[config.mk]
export PLATFORM = sky130hd
export DESIGN_NAME = rpn_sequencer
export DESIGN_NICKNAME = d
export VERILOG_FILES = /design/src/rtl/rpn_sequencer.sv
export SDC_FILE = /design/constraint.sdc
export NUM_CORES = 1
export LEC_CHECK = 0
export BUFFER_PORTS_ARGS = -buffer_cell sky130_fd_sc_hd__buf_2
export CAP_MARGIN = 20
export CORE_AREA = 2 2 291 293
export CTS_CLUSTER_DIAMETER = 80
export DETAILED_ROUTE_END_ITERATION = 10
export DIE_AREA = 0 0 293 295
export GPL_TIMING_DRIVEN = 0
export MAX_ROUTING_LAYER = met4
export PLACE_DENSITY = 0.75
export SYNTH_ARGS = -nofsm -noshare
export SYNTH_HDL_FRONTEND = slang
export SYNTH_SLANG_ARGS = --single-unit
export TNS_END_PERCENT = 10
[constraint.sdc]
create_clock -name step -period 4.25 [get_ports step]
set_input_delay 0.425 -clock step [delete_from_list [all_inputs] [get_ports step]]
set_output_delay 0.425 -clock step [all_outputs]
set_load 0.02 [all_outputs]
[src/rtl/rpn_sequencer.sv]
// RPN program sequencer: replays a stored program as one push/op command per
// step to the stack calculator, tracking stack depth to refuse unsafe commands.
module rpn_sequencer #(
  parameter int PROG_DEPTH = 64,
  parameter int ADDR_W     = 6,
  parameter int STK_MAX    = 1024
) (
  input  logic               step,
  input  logic               nrst,
  input  logic               start,
  input  logic               prog_we,
  input  logic [ADDR_W-1:0]  prog_addr,
  input  logic [17:0]        prog_wdata,
  input  logic signed [15:0] stk_top,
  output logic               push,
  output logic [1:0]         op,
  output logic signed [15:0] d,
  output logic               busy,
  output logic               done,
  output logic               error,
  output logic [1:0]         err_code,
  output logic signed [15:0] result,
  output logic [ADDR_W-1:0]  pc
);

  typedef enum logic [1:0] {S_IDLE, S_RUN, S_DONE, S_ERR} state_t;

  localparam logic [10:0]       DEPTH_MAX = 11'(STK_MAX);
  localparam logic [ADDR_W-1:0] PC_LAST   = ADDR_W'(PROG_DEPTH - 1);

  state_t             state_q, state_d;
  logic [ADDR_W-1:0]  pc_q, pc_d;
  logic [10:0]        depth_q, depth_d;
  logic signed [15:0] result_q, result_d;
  logic [1:0]         err_q, err_d;

  logic [17:0] mem_q [PROG_DEPTH];
  logic [17:0] instr;
  logic [1:0]  opc;
  logic [15:0] pay;
  logic        ok, fault;
  logic [1:0]  fcode;

  // Program store is not reset; writes are locked out while executing.
  always_ff @(posedge step) begin
    if (prog_we && state_q != S_RUN) mem_q[prog_addr] <= prog_wdata;
  end

  assign instr = mem_q[pc_q];
  assign opc   = instr[17:16];
  assign pay   = instr[15:0];

  always_ff @(posedge step or negedge nrst) begin
    if (!nrst) begin
      state_q  <= S_IDLE;
      pc_q     <= '0;
      depth_q  <= '0;
      result_q <= '0;
      err_q    <= '0;
    end else begin
      state_q  <= state_d;
      pc_q     <= pc_d;
      depth_q  <= depth_d;
      result_q <= result_d;
      err_q    <= err_d;
    end
  end

  always_comb begin
    state_d  = state_q;
    pc_d     = pc_q;
    depth_d  = depth_q;
    result_d = result_q;
    err_d    = err_q;
    push     = 1'b0;
    op       = 2'd0;
    d        = '0;
    ok       = 1'b0;
    fault    = 1'b0;
    fcode    = 2'd0;
    case (state_q)
      S_RUN: begin
        // ok marks an instruction that issued (or NOP) and may advance pc.
        case (opc)
          2'b00: begin
            if (depth_q == DEPTH_MAX) begin
              fault = 1'b1;
              fcode = 2'd2;
            end else begin
              push    = 1'b1;
              d       = pay;
              depth_d = depth_q + 11'd1;
              ok      = 1'b1;
            end
          end
          2'b01: begin
            case (pay[1:0])
              2'd0: ok = 1'b1;
              2'd1: begin
                if (depth_q == 11'd0) begin
                  fault = 1'b1;
                  fcode = 2'd1;
                end else begin
                  op = 2'd1;
                  ok = 1'b1;
                end
              end
              default: begin
                if (depth_q < 11'd2) begin
                  fault = 1'b1;
                  fcode = 2'd1;
                end else begin
                  op      = pay[1:0];
                  depth_d = depth_q - 11'd1;
                  ok      = 1'b1;
                end
              end
            endcase
          end
          2'b10: begin
            if (depth_q == 11'd0) begin
              fault = 1'b1;
              fcode = 2'd1;
            end else begin
              result_d = stk_top;
              state_d  = S_DONE;
            end
          end
          default: begin
            fault = 1'b1;
            fcode = 2'd3;
          end
        endcase
        if (fault) begin
          state_d = S_ERR;
          err_d   = fcode;
        end else if (ok) begin
          // Falling off the end of the program is a runaway, never a wrap.
          if (pc_q == PC_LAST) begin
            state_d = S_ERR;
            err_d   = 2'd3;
          end else begin
            pc_d = pc_q + ADDR_W'(1);
          end
        end
      end
      default: begin
        if (start) begin
          state_d = S_RUN;
          pc_d    = '0;
          err_d   = 2'd0;
        end
      end
    endcase
  end

  assign busy     = (state_q == S_RUN);
  assign done     = (state_q == S_DONE);
  assign error    = (state_q == S_ERR);
  assign err_code = err_q;
  assign result   = result_q;
  assign pc       = pc_q;

endmodule

; ---- Word-level counts from Yosys, hierarchy flattened
; Memories as Yosys holds them, arrays and structs flattened.
; Cells that the tools add are included.
; Widths: inputs -> output; s select.
[op_classes]
n_lt_le_gt_ge = 1
muxes = 50
add_sub_neg = 3
bitwise = 1
reduce_logical = 11
n_eq_ne = 17
[ops]
columns = operator, n
row1 = $mux 16, 3
row2 = $mux 11, 3
row3 = $mux 2, 16
row4 = $mux 6, 5
row5 = $pmux 11 s2, 1
row6 = $mux 1, 15
row7 = $add 11x1->11 const B, 1
row8 = $eq 11x11->1 const B, 1
row9 = $logic_not 11->1, 1
row10 = $lt 11x2->1 const B, 1
row11 = $sub 11x1->11 const B, 1
row12 = $ne 2x2->1 const B, 5
row13 = $pmux 1 s2, 4
row14 = $add 6x1->6 const B, 1
row15 = $eq 2x1->1 const B, 3
row16 = $eq 2x2->1 const B, 3
row17 = $eq 6x6->1 const B, 1
row18 = $ne 3x1->1 const B, 2
row19 = $pmux 2 s3, 1
row20 = $reduce_and 3->1, 2
row21 = $reduce_and 5->1, 1
row22 = $logic_not 2->1, 2
row23 = $ne 2x1->1 const B, 2
row24 = $pmux 2 s2, 1
row25 = other kinds (6), 7
[word_totals]
in_bits = 44
out_inout_bits = 46
memories = 1
regBits = 37
ram_bits = 1152
elab_cells = 89
[memory_table]
columns = memory, words, width, read_ports, rd_clocked_by_memory_dff, wr, line
row1 = mem_q, 64, 18, 1, 0, 1, 37  ; logic [17:0] mem_q [PROG_DEPTH];

; ---- Logic depth before layout (Yosys ltp)
[depth]
word_depth = 8
ltp_mapped = 19
depth_no_buf = 15

; ---- Worst setup path after synthesis
; OpenSTA, ideal clock, no wires.
[synth_timing]
kind = register to register
startpoint = reg pc_q[0] (netlist: pc[0])
endpoint = reg depth_q[10]
required_ps = 4169
arrival_ps = 4244
setup_ps = 81
path_stages_with_launch = 18
synth_period_minus_slack_ps = 4325
path_buffers = 2
path_slack_ps = -75
path_cell_list = dfrtp_1 -> buf_2 -> buf_6 -> mux4_2 -> mux4_2 -> a22o_1 -> a31oi_4 -> nand3b_1 -> inv_1 -> ha_1 -> nor2b_1 -> o21ai_0 -> a21boi_0 -> o21ai_0 -> a21oi_1 -> a31oi_1 -> mux2i_1 -> xnor2_1
[synth_via]
elab_chain_cells = 5
elab_cells_between_ends = 12
cone_classes = 5 x eq/ne / 1 x mux / 5 x reduce/logical / 1 x memory
[synth_lines]
columns = item, line
row1 = start: declaration, 32  ; logic [ADDR_W-1:0] pc_q, pc_d;
row2 = start signal: assignment, 62  ; pc_q <= pc_d;
row3 = $mem_v2 64x18 (*), --
row4 = $eq 2x1->1 / $logic_not 2->1 (equally long branches), 97  ; case (pay[1:0])
row5 = $reduce_or 2->1 (no source line), --
row6 = $ne 2x2->1 (no source line), --
row7 = $reduce_and 5->1 (no source line), --
row8 = end signal: assignment, 63  ; depth_q <= depth_d;
row9 = end: declaration, 33  ; logic [10:0] depth_q, depth_d;
; Every way passes the cells marked *; elsewhere a longest branch is shown, timed or not.
; A chain may end at the register's enable or synchronous reset.

; ---- Worst setup path in the final report
[layout_timing]
startpoint = reg pc_q[3] (netlist: pc[3])
endpoint = out d[7]
[layout_via]
elab_chain_cells = 4
elab_cells_between_ends = 5
cone_classes = 3 x mux / 1 x reduce/logical / 1 x memory
[layout_lines]
columns = item, line
row1 = $mem_v2 64x18 (*), --
row2 = $mux 16 / $logic_not 2->1 (equally long branches), "86, 84"
row3 = $mux 16 (*), 84  ; case (opc)
row4 = $mux 16 (*), 81  ; case (state_q)
row5 = end: declaration, 17  ; output logic signed [15:0] d,
; Marked as above.

==> run_results.csv <==
group,metric,value,unit
final_layout,final_cell_area,55100,µm²
sta,period_minus_slack,4510,ps
sta,clock.fmax,222,MHz
worst_hold_path,hp-start,"prog_wdata[14]",
grt,grt_pass1_wl,180,mm
die,die_area,86400,µm²
synth,async_reset_ff_share,3.11,%
sta,hold_violations,0,
synth,synth-main-ff-cell,"edfxtp_1",
sta,setup_viol,22,
synth,syn_area,46300,µm²
worst_hold_path,hold_path_end,"mem_q[18][14]",
critical_path,arrival,4080,ps
drt,route.detailed.drc,0,
critical_path,critPathKind,"register to output port",
critical_path,endpoint_kind,"output port",
synth,synth_cell_type_count,57,
drt,first_pass_iters,6,
drt,drtAntennaViolNets,0,
sta,relSlewSlack,26.1,%
cts,clockBufferDepth,3,
die,initial_core_util,55.6,%
cts,cts_tree,"built",
sta,period_share,106,%
critical_path,worstPathMaxFanout,10,
drt,first_iter_violations,3437,
final_layout,final_cell_mix,"edfxtp_1, mux4_2, clkbuf_16",
power,power_density,618,nW/µm²
final_layout,area_delta_synth_final,19.0,%
critical_path,worstPathRequired,3830,ps
synth,ys_seq_elements,1189,
final_layout,seqCellArea,35500,µm²
sta,final-max-slew-violation-count,0,
job,cap_violations,0,
drt,vias,23853,
placement,dpl_cell_area,49600,µm²
sta,grt_setup_unrepaired,"yes",
cts,clkLatencyLatePin,700,ps
critical_path,r2r_setup_slack,-180,ps
grt,antenna_found_initial,9,
drt,viasPerCell,6.82,
outcome,status,"complete, but fails checks",
cts,clkSinkCount,1189,
power,ir_worst_vdd,0.408,mV
drt,wire_per_inst,36.5,µm
grt,grt_pass1_vias,24020,
outcome,violations,"setup timing",
sta,fin_ws,-260,ps
critical_path,rr_startpoint,"pc[0]",
final_layout,drive_gt1_share,39.4,%
sta,worst-slew-pin-transition,1110,ps
placement,gp_congestion,0.927,
die,design.core.area,83200,µm²
final_layout,fillers,4830,
die,fp.dieW,293,µm
critical_path,crit_start,"pc[3]",
cts,cts_buffers,110,
synth,post_synth.cell_area_avg,23.4,µm²
synth,syn_nets,2036,
grt,grt_overflow,0,
critical_path,crit-reg2reg-capture,"depth_q[10]",
power,p_leak,17.5,nW
worst_hold_path,min_path_type,"primary input to register",
cts,htreeDepth,3,
cts,cts_root_buf,"clkbuf_16",
die,ios,90,
final_layout,multiInputGateArea,10600,µm²
synth,synth_cells,1981,
synth,ys.warnings.count,0,
die,die_y,295,µm
placement,port_buffers,86,
critical_path,worstSetupStartpointType,"register",
critical_path,reg2regPathDepth,17,
synth,synth_edf_count,1152,
die,std_cell_rows,106,
drt,finalWirelength,128,mm
placement,dpl.hpwl,75.9,mm
worst_hold_path,worstHoldPathCells,1,
grt,gr-usage-all-layers,31.1,%
cts,clk_pin_slew,70,ps
final_layout,layout_commonest_cell,"edfxtp_1",
power,power,34.0,mW
final_layout,nNetsFinal,2373,
synth,yosysSeqAreaShare,76.8,%
sta,finClkSkew,30.6,ps
grt,grt_max_degree,65,
==> repair_timing <==
action,4_1_cts,5_1_grt
pin swaps,11,6
setup endpoints to repair,34,25
hold endpoints to repair,54,0
cloned,3,0
hold buffers,18,0
setup buffers,30,5
resized for setup,328,23
==> metal layers <==
metal	GRT usage, %	part of all wire (%)
met1	39.6	34
met2	49.2	49
met3	6.18	11
met4	13.9	5.6
met5	-	0
==> how the worst max path moves through the flow <==
stage / slack [ps] / cells past startpoint / endpoint
floorplan: 40 / 17 / depth_q[10]
global placement: -1230 / 11 / d[9]
detailed placement: -1280 / 11 / d[9]
CTS: -190 / 10 / d[6]
global route: -300 / 17 / depth_q[10]
finish: -260 / 8 / d[7]
==> cells in the mapped netlist, types with 3 or more instances <==
master | n | area [µm²]
nand2_1 | 30 | 113
xnor2_1 | 6 | 52.6
buf_4 | 6 | 45.0
mux2_2 | 22 | 248
and2_1 | 15 | 93.8
and3_1 | 4 | 25.0
mux2i_1 | 21 | 210
mux4_2 | 360 | 8110
a2111oi_0 | 3 | 26.3
o31ai_1 | 3 | 22.5
buf_1 | 19 | 71.3
mux2_1 | 8 | 90.1
nor4_1 | 5 | 31.3
or2_2 | 4 | 25.0
o22ai_1 | 7 | 43.8
nand3b_1 | 8 | 60.1
a21o_1 | 3 | 22.5
o221ai_1 | 3 | 26.3
or3_1 | 3 | 18.8
nor3_1 | 4 | 20.0
a211o_1 | 4 | 35.0
ha_1 | 10 | 125
clkbuf_1 | 33 | 124
buf_6 | 4 | 45.0
a21oi_1 | 6 | 30.0
dfrtp_1 | 37 | 926
nand3_1 | 14 | 70.1
nor2b_1 | 9 | 56.3
nand2b_1 | 7 | 43.8
buf_2 | 37 | 185
inv_1 | 12 | 45.0
a22o_1 | 4 | 35.0
edfxtp_1 | 1152 | 34600
nor2_1 | 82 | 308
o21ai_0 | 9 | 45.0
==> critical path: stages, from the launching register on <==
cell and delay (ps):
dfrtp_1 610, clkbuf_1 360, clkbuf_8 320, clkbuf_1 300, buf_8 240, mux4_2 620
mux4_2 590, and2_1 190, buf_2 150
==> registers in the layout, indices dropped and copies added (netlist names) <==
register,flops
depth_q,11
err_code,2
mem_q,1152
pc,6
result,16
state_q,2
==> report_power, final <==
group	leakage [nW]	total, mW	internal [mW]	switching, mW
combinational	4.97	10.7	5.10	5.57
sequential	10.8	13.2	13.1	0.155
clock	1.78	10.1	5.73	4.36
total	17.5	34.0	23.9	10.1
==> per-stage QoR <==
stage | util [%] | TNS (ps) | hold slack [ps] | std cells | setup slack, ps
finish | 66.2 | -4090 | 77.3 | 3495 | -260
global route | 66.2 | -5070 | 66.2 | 3495 | -302
CTS | 65.7 | -2540 | 213 | 3474 | -189
detailed placement | 59.6 | -20050 | 471 | 3219 | -1280
global placement | 57.8 | -20570 | 463 | 3147 | -1230
floorplan | - | 0 | 129 | 1981 | 39.0
==> layout make-up <==
type / count / share of cell area [%]
Tap cell: 1080 / 2.45
Sequential cell: 1189 / 64.5
Multi-Input combinational cell: 679 / 19.2
Antenna cell: 5 / 0.0227
Buffer: 99 / 2.36
Clock inverter: 76 / 1.41
Inverter: 14 / 0.116
Clock buffer: 128 / 5.20
Timing Repair Buffer: 225 / 4.72
==> cells by family after synthesis <==
logic type	after synthesis	synth area share, %
adder cells (fa/ha/maj)	11	0.314
flip-flops	1189	76.8
AND/OR/NAND/NOR	196	2.10
XOR/XNOR	8	0.151
AO/OA/AOI/OAI	53	0.846
multiplexers	411	18.7
buffers and inverters	113	1.13
(Power assumes the default switching activity.)
